## config.mk

```make
export PLATFORM = sky130hd
export DESIGN_NAME = sm_fx_divider
export DESIGN_NICKNAME = d
export VERILOG_FILES = /design/src/rtl/sm_fx_divider_pkg.sv /design/src/rtl/sm_div_step.sv /design/src/rtl/sm_fx_divider.sv
export SDC_FILE = /design/constraint.sdc
export NUM_CORES = 1
export LEC_CHECK = 0
export BUFFER_PORTS_ARGS = -buffer_cell sky130_fd_sc_hd__buf_2
export CORE_ASPECT_RATIO = 0.75
export CORE_UTILIZATION = 38
export DETAILED_ROUTE_END_ITERATION = 7
export MAX_ROUTING_LAYER = met4
export PLACE_DENSITY = 0.6
export SLEW_MARGIN = 10
export SYNTH_ARGS = -nofsm -noshare
export SYNTH_HDL_FRONTEND = slang
export SYNTH_HIERARCHICAL = 1
export SYNTH_SLANG_ARGS = --single-unit
```

## constraint.sdc

```tcl
create_clock -name clk -period 5.95 [get_ports clk]
set_input_delay 0.8925 -clock clk [delete_from_list [all_inputs] [get_ports clk]]
set_output_delay 0.8925 -clock clk [all_outputs]
set_load 0.005 [all_outputs]
```

## src/rtl/sm_fx_divider_pkg.sv

```systemverilog
// Shared fixed-point definitions for the sign-magnitude divider:
// default word format, magnitude constants and the control-state encoding.
package sm_fx_divider_pkg;

  localparam int FX_W    = 24;
  localparam int FX_FRAC = 14;

  typedef enum logic [1:0] {
    IDLE,
    ITER,
    FIN
  } div_state_t;

  function automatic int fx_iters(input int w, input int frac);
    return w - 1 + frac;
  endfunction

  // +1.0 expressed as a magnitude with 'frac' fractional bits.
  function automatic logic [63:0] fx_one_mag(input int frac);
    return 64'(1) << frac;
  endfunction

  // All-ones magnitude for a 'w'-bit sign-magnitude word.
  function automatic logic [63:0] fx_max_mag(input int w);
    return (64'(1) << (w - 1)) - 64'(1);
  endfunction

endpackage

```

## src/rtl/sm_div_step.sv

```systemverilog
// One restoring-division step: shift in the next dividend bit, compare
// against the divisor magnitude and conditionally subtract.
module sm_div_step
  import sm_fx_divider_pkg::*;
#(
  parameter int W = FX_W
) (
  input  logic [W-1:0] rem,
  input  logic         din,
  input  logic [W-2:0] divisor,
  output logic [W-1:0] rem_next,
  output logic         qbit
);

  logic [W-1:0] shifted;

  // A set guard bit means the shifted value exceeds any divisor, so the
  // subtraction is taken and the modular W-bit difference is still exact.
  always_comb begin
    shifted  = {rem[W-2:0], din};
    qbit     = rem[W-1] || (shifted >= {1'b0, divisor});
    rem_next = qbit ? (shifted - {1'b0, divisor}) : shifted;
  end

endmodule

```

## src/rtl/sm_fx_divider.sv

```systemverilog
// Multi-cycle sign-magnitude fixed-point divider Q = R / S (or 1 / S),
// with optional round-half-up and divide-by-zero / overflow saturation.
module sm_fx_divider
  import sm_fx_divider_pkg::*;
#(
  parameter int W     = FX_W,
  parameter int FRAC  = FX_FRAC,
  parameter int ROUND = 0
) (
  input  logic         clk,
  input  logic         rst,
  input  logic         start,
  input  logic [W-1:0] R_in,
  input  logic [W-1:0] S_in,
  input  logic         recip_mode,
  output logic [W-1:0] result,
  output logic         done,
  output logic         busy,
  output logic         dz,
  output logic         ovf
);

  localparam int N  = fx_iters(W, FRAC);
  localparam int CW = $clog2(N + 1);
  localparam logic [W-2:0] ONE    = (W-1)'(fx_one_mag(FRAC));
  localparam logic [W-2:0] MAXMAG = (W-1)'(fx_max_mag(W));

  div_state_t    state, next_state;
  logic          sign_q, rsign_q, dz_sel_q;
  logic [W-2:0]  smag_q;
  logic [N-1:0]  dvd_q, quo_q;
  logic [W-1:0]  rem_q;
  logic [CW-1:0] cnt_q;

  logic [W-1:0]  r_eff;
  logic [W-1:0]  step_rem;
  logic          step_bit;
  logic          round_up;
  logic [N:0]    quo_rnd;
  logic [W-2:0]  fin_mag;
  logic          fin_sign, fin_ovf;

  assign r_eff = recip_mode ? {1'b0, ONE} : R_in;

  sm_div_step #(.W(W)) u_step (
    .rem      (rem_q),
    .din      (dvd_q[N-1]),
    .divisor  (smag_q),
    .rem_next (step_rem),
    .qbit     (step_bit)
  );

  always_comb begin
    next_state = state;
    case (state)
      IDLE: if (start) next_state = (S_in[W-2:0] == '0) ? FIN : ITER;
      ITER: if (cnt_q == CW'(1)) next_state = FIN;
      FIN:  next_state = IDLE;
      default: next_state = IDLE;
    endcase
  end

  // Final quotient shaping; the extra quotient bit catches a rounding carry.
  always_comb begin
    round_up = (ROUND != 0) && ({rem_q, 1'b0} >= {2'b00, smag_q});
    quo_rnd  = {1'b0, quo_q} + (N+1)'(round_up);
    fin_ovf  = 1'b0;
    fin_mag  = quo_rnd[W-2:0];
    fin_sign = sign_q;
    if (dz_sel_q) begin
      fin_mag  = MAXMAG;
      fin_sign = rsign_q;
    end else if (quo_rnd > (N+1)'(MAXMAG)) begin
      fin_mag = MAXMAG;
      fin_ovf = 1'b1;
    end
    if (fin_mag == '0) fin_sign = 1'b0;
  end

  always_ff @(posedge clk) begin
    if (rst) begin
      state    <= IDLE;
      result   <= '0;
      done     <= 1'b0;
      busy     <= 1'b0;
      dz       <= 1'b0;
      ovf      <= 1'b0;
      sign_q   <= 1'b0;
      rsign_q  <= 1'b0;
      dz_sel_q <= 1'b0;
      smag_q   <= '0;
      dvd_q    <= '0;
      quo_q    <= '0;
      rem_q    <= '0;
      cnt_q    <= '0;
    end else begin
      state <= next_state;
      done  <= 1'b0;
      case (state)
        IDLE: begin
          if (start) begin
            sign_q   <= r_eff[W-1] ^ S_in[W-1];
            rsign_q  <= r_eff[W-1];
            smag_q   <= S_in[W-2:0];
            dz_sel_q <= (S_in[W-2:0] == '0);
            dvd_q    <= N'(r_eff[W-2:0]) << FRAC;
            quo_q    <= '0;
            rem_q    <= '0;
            cnt_q    <= CW'(N);
            busy     <= 1'b1;
          end
        end
        ITER: begin
          rem_q <= step_rem;
          quo_q <= {quo_q[N-2:0], step_bit};
          dvd_q <= {dvd_q[N-2:0], 1'b0};
          cnt_q <= cnt_q - CW'(1);
        end
        FIN: begin
          result <= {fin_sign, fin_mag};
          dz     <= dz_sel_q;
          ovf    <= fin_ovf;
          done   <= 1'b1;
          busy   <= 1'b0;
        end
        default: ;
      endcase
    end
  end

endmodule
```

# Word-level counts from Yosys, hierarchy flattened
# Cells that the tools add are included.
dict set report classes {
  n_reduce_logical 10
  magnitude_cmp 2
  shifts 0
  mul 0
  add_sub_neg 2
  muxes 23
  div 0
  n_bitwise 1
  eq_ne 5
}
# operator n
set op_table {}
lappend op_table {{37-bit case mux with 2 select lines} 2}
lappend op_table {{37-bit two-way mux} 2}
lappend op_table {{24-bit two-way mux} 3}
lappend op_table {{24-bit case mux with 2 select lines} 1}
lappend op_table {{23-bit zero test} 2}
lappend op_table {{23-bit two-way mux} 2}
lappend op_table {{37-bit by 23-bit > comparator with 1-bit output (second input constant)} 1}
lappend op_table {{24-bit by 23-bit greater-or-equal comparator with 1-bit output} 1}
lappend op_table {{24-bit by 23-bit subtractor with 24-bit output} 1}
lappend op_table {{6-bit case mux with 2 select lines} 1}
lappend op_table {{2-bit AND reduction} 4}
lappend op_table {{6-bit by 1-bit == test with 1-bit output (second input constant)} 1}
lappend op_table {{1-bit two-way mux} 6}
lappend op_table {{2-bit two-way mux} 3}
lappend op_table {{6-bit two-way mux} 1}
lappend op_table {{6-bit by 1-bit subtractor with 6-bit output (second input constant)} 1}
lappend op_table {{2-bit != test (second input constant)} 2}
lappend op_table {{2-bit case mux with 2 select lines} 1}
lappend op_table {{2-bit nonzero test} 2}
lappend op_table {{2-bit by 1-bit == test with 1-bit output (second input constant)} 1}
lappend op_table {{2-bit == test (second input constant)} 1}
lappend op_table {{2-bit zero test} 1}
lappend op_table {{1-bit case mux with 2 select lines} 1}
lappend op_table {{1-bit logical OR} 1}
lappend op_table {{1-bit bitwise XOR} 1}
dict set report totals {
  word_cells 57
  out_inout_bits 28
  in_bits 52
  latchBits 0
  mem_count 0
  rom_bits 0
  mem_bits_rw 0
  register_bits 160
}

# Logic depth before layout (Yosys ltp)
dict set report depth {
  ltp_word 5
  depth_mapped 14
  ltp_nobuf 12
}

# By module
# The synthesis kept the hierarchy.
# mod instances area_per_inst_um2 seq_area_each_um2 cells_each
set modules_own_cells {}
lappend modules_own_cells {sm_fx_divider 1 5303.8 2922.8 547}
lappend modules_own_cells {sm_div_step 1 1700.4 0.0 256}

# Worst setup path before layout
# Ideal clock, no wire load.
dict set report synth_path {
  path_type {reg-to-reg}
  start {register dvd_q[36]}
  end {register rem_q[18]}
  t_arrival_ps 2297
  synth_period_minus_slack_ps 2424
  n_path_buf 0
  setup_time_ps 128
  stages_incl_launch_ff 13
  required_ps 5822
  slack_ps 3526
  cell_sequence {dfxtp_1 > inv_1 > ha_1 > fa_1 > nand2b_1 > nor2b_1 > o22ai_1 > a311oi_2 > o31ai_1 > xnor2_1 > o21ai_1 > a22oi_1 > nor2_1}
}
dict set report synth_via {
  elab_chain_cells 4
  elab_cells_between_ends 5
  classes_between {1 x add/sub; 1 x order compare; 2 x mux; 1 x reduce/logical}
}
# item line_no
set synth_rtl {}
lappend synth_rtl {{start, declared} sm_fx_divider.sv:31} ;# logic [N-1:0] dvd_q, quo_q;
lappend synth_rtl {{start signal, assigned} sm_fx_divider.sv:106} ;# dvd_q <= N'(r_eff[W-2:0]) << FRAC;
lappend synth_rtl {{start signal, assigned} sm_fx_divider.sv:116} ;# dvd_q <= {dvd_q[N-2:0], 1'b0};
lappend synth_rtl {{24-bit by 23-bit greater-or-equal comparator with 1-bit output} sm_div_step.sv:21} ;# qbit = rem[W-1] || (shifted >= {1'b0, divisor});
lappend synth_rtl {{1-bit logical OR} sm_div_step.sv:21}
lappend synth_rtl {{24-bit two-way mux *} sm_div_step.sv:22} ;# rem_next = qbit ? (shifted - {1'b0, divisor}) : shifted;
lappend synth_rtl {{named net step_rem[18]} sm_fx_divider.sv:36} ;# logic [W-1:0] step_rem;
lappend synth_rtl {{24-bit case mux with 2 select lines *} sm_fx_divider.sv:99} ;# case (state)
lappend synth_rtl {{end signal, assigned} sm_fx_divider.sv:114} ;# rem_q <= step_rem;
lappend synth_rtl {{end, declared} sm_fx_divider.sv:32} ;# logic [W-1:0] rem_q;
# Mark *: on every way through the listed nets, which the timed path passes. The rest lies on a longest branch.
# A chain may end at the register's enable or synchronous reset.

# Final worst setup path
dict set report layout_path {
  start {register smag_q[21]}
  end {register rem_q[23]}
}
dict set report layout_via {
  elab_chain_cells 4
  elab_cells_between_ends 5
  classes_between {1 x add/sub; 1 x order compare; 2 x mux; 1 x reduce/logical}
}
# item line_no
set layout_rtl {}
lappend layout_rtl {{start, declared} sm_fx_divider.sv:30} ;# logic [W-2:0] smag_q;
lappend layout_rtl {{start signal, assigned} sm_fx_divider.sv:104} ;# smag_q <= S_in[W-2:0];
lappend layout_rtl {{24-bit by 23-bit greater-or-equal comparator with 1-bit output} sm_div_step.sv:21}
lappend layout_rtl {{1-bit logical OR} sm_div_step.sv:21}
lappend layout_rtl {{24-bit two-way mux *} sm_div_step.sv:22}
lappend layout_rtl {{named net step_rem[23]} sm_fx_divider.sv:36}
lappend layout_rtl {{24-bit case mux with 2 select lines *} sm_fx_divider.sv:99}
# Marks and branches as above.

==> run metrics <==
DRT iter0 DRCs 551; Final #Nets 924; Slew HR 18.7%; Setup crit start smag_q[21]; IO Pins 80; clock root cell clkbuf_16; Layout Cells excl Fill 1101; required time of the critical path 6240 ps; met2 GRT Util 25.1%; syn_nets 881; chip width 159 um; Critical Path Start Type register; worst path cell trace inv_1 > ha_1 > a21oi_1 > inv_1 > a2111oi_0 > nand2_1 > a31oi_4 > buf_4 > a311oi_2 > xor2_1 > a22oi_1 > nor2_1; post-CTS resize count 0; Hold WS 454 ps; Fillers 1731; vias 5996; number of port buffers 79; max-capacitance violation count 0; reg2reg start smag_q[21]; VDD IR-drop max 0.000440 V; Initial Utilization 39.3%; #FFs+latches synth 146; Crit path largest cell delay 530 ps; dpl cells 1069; Detailed Place HPWL 11.1 mm; final WL 16.6 mm; worst hold path type register to register; share of post-route cells with drive strength above 1 19.1%; static leakage 0.00321 uW; Final period util 52.1%; Antenna Nets Post-Route 0; hold buffer count at CTS 0; vias in the first global route 5433; Finished Cell Area 0.00802 mm^2; minimum clock period 3100 ps; clk_skew 9.94 ps; core box area 0.0178 mm^2; HP Start smag_q[13]; Area growth syn-to-layout 14.5%; Worst Path Arrival 3400 ps; CP endpoint kind register; placed instance area 0.00741 mm^2; Die H 120 um; Gate Count Post-Synth 803; die area 0.0190 mm^2; RSZ-0062 raised after global routing false; Post-CTS Setup Bufs 0; largest net degree at the start of global routing 82; TritonCTS Sinks 146; sequential element share of the synthesized area 41.7%; DR pass1 iterations 8; Most common cell on crit path inv_1; grt peak-use layer met1; FFs w/ async S/R, synth 0%; gpl congestion 0.921; outcome finished, violations left; Total GRT Usage 18.2%; Unique masters post-synth 71; Yosys warning count 6; met1 global-route usage 25.9%; EDFF count, synth 0; met3 usage 4.39%; # H-tree levels 4; Avg Cell Area, Syn 8.72 um^2; f_max 0.322 GHz; most common cell after layout, fill and taps aside dfxtp_1; slowest CP cell a31oi_4; Pins Over Slew Limit 0; gr ovfl total 0; Avg Vias per Cell 5.45; TritonCTS clock tree done; Bufs on Longest Clock Path 2; number of cell rows 42; failing checks design-rule violations; Residual DRC 3; initial antenna violation count 0; critical path class register to register; CP Max Fanout 26; most frequent cells in the layout dfxtp_1, nor2_1, nand2_1; later-pin clock latency in the skew report 430 ps; # setup viols final 0; Pwr per Cell Area 550 mW/mm^2; WL/cell 15.0 um; setup TNS 0 ps; Clk pin slew, worst setup/hold paths 60 ps; number of CTS-inserted buffers 17; Worst-Margin Slew 1220 ps; first-pass GRT wire length 27.2 mm; dominant synthesized flop cell dfxtp_1; # diodes 0; Post-Syn Area 0.00700 mm^2; Final Hold Viols 0
synthesized netlist by cell type, types with 2 or more instances:
library cell	number	area, um^2
a211oi_1	7	52.6
a21o_1	6	45.0
a21oi_1	51	255
a21oi_2	2	17.5
a222oi_1	21	210
a22o_1	2	17.5
a22oi_1	64	480
a311oi_2	2	30.0
a31oi_1	2	12.5
and3_1	4	25.0
buf_2	19	95.1
buf_4	6	45.0
buf_6	9	101
clkbuf_1	22	82.6
dfxtp_1	146	2920
ha_1	25	313
inv_1	33	124
nand2_1	92	345
nand2b_1	6	37.5
nand3_1	9	45.0
nand3b_1	2	15.0
nand4_1	9	56.3
nor2_1	110	413
nor2b_1	5	31.3
nor3_1	4	20.0
nor4_1	14	87.6
o211ai_1	3	22.5
o21a_1	4	30.0
o21ai_0	17	85.1
o21ai_1	21	105
o21ai_2	3	26.3
o21bai_1	2	15.0
o221a_2	22	248
o31ai_1	3	22.5
xnor2_1	13	114
xor2_1	8	70.1
final timing paths:
check                to  slack (ps)  cells after the start
max           rem_q[23]        2850                     12
min          smag_q[13]         450                      2
max reg2reg   rem_q[23]        2850                     12
min reg2reg  smag_q[13]         450                      2
report_power, final:
part           switching (uW)  total (uW)  internal [uW]
Clock                     473        1110            638
Combinational            1290        2140            851
Sequential               80.2        1160           1080
Total                    1840        4410           2570
final cells by class:
type / instances / area, um^2 / area share, %
flip-flops and latches: 146 / 2920 / 36.4
multi-input cells: 564 / 3630 / 45.2
well taps: 242 / 303 / 3.77
clock inverters: 15 / 188 / 2.34
clock buffers: 17 / 425 / 5.30
repair buffers: 83 / 428 / 5.33
inverters: 34 / 128 / 1.59
metal layers:
metal,wire (um),vias to the layer above
met3,829,9
met1,8770,2838
li1,-,3016
met4,101,0
met2,6860,133
met5,0,-
flip-flops by register name (all words and copies together), names as in the netlist:
signal    flops
ovf           1
rsign_q       1
sign_q        1
state         2
busy          1
dz_sel_q      1
cnt_q         6
rem_q        24
smag_q       23
result       24
quo_q        37
dvd_q        23
done          1
dz            1
critical path: cells and delay by family, from the launching register on:
family                     cells  cell delay, ps
AOI/OAI and AO/OA              5            1450
buffers and inverters          3             500
adders and majority gates      1             340
DFF                            1             320
and+or+nand+nor                2             220
xor gates and xnor gates       1             160
through the flow:
stage	power (uW)	setup slack, ps	utilization, %
2_1_floorplan	3020	3530	-
3_3_place_gp	3290	3020	41.6
3_5_place_dp	3290	2870	41.6
4_1_cts	4420	2850	45.0
5_1_grt	4720	2530	45.0
6_report	4410	2850	45.0
logic make-up (layout without fill, tap and decap cells):
| kind of cell | Yosys count | after routing | synth area share (%) |
|---|---|---|---|
| xor+xnor | 21 | 21 | 2.63 |
| buf+inv | 93 | 149 | 6.93 |
| fa+ha+maj | 26 | 26 | 4.75 |
| compound gates | 248 | 248 | 26.5 |
| flops | 146 | 146 | 41.7 |
| mux | 2 | 2 | 0.304 |
| simple gates | 267 | 267 | 17.1 |
(Power assumes the default switching activity.)
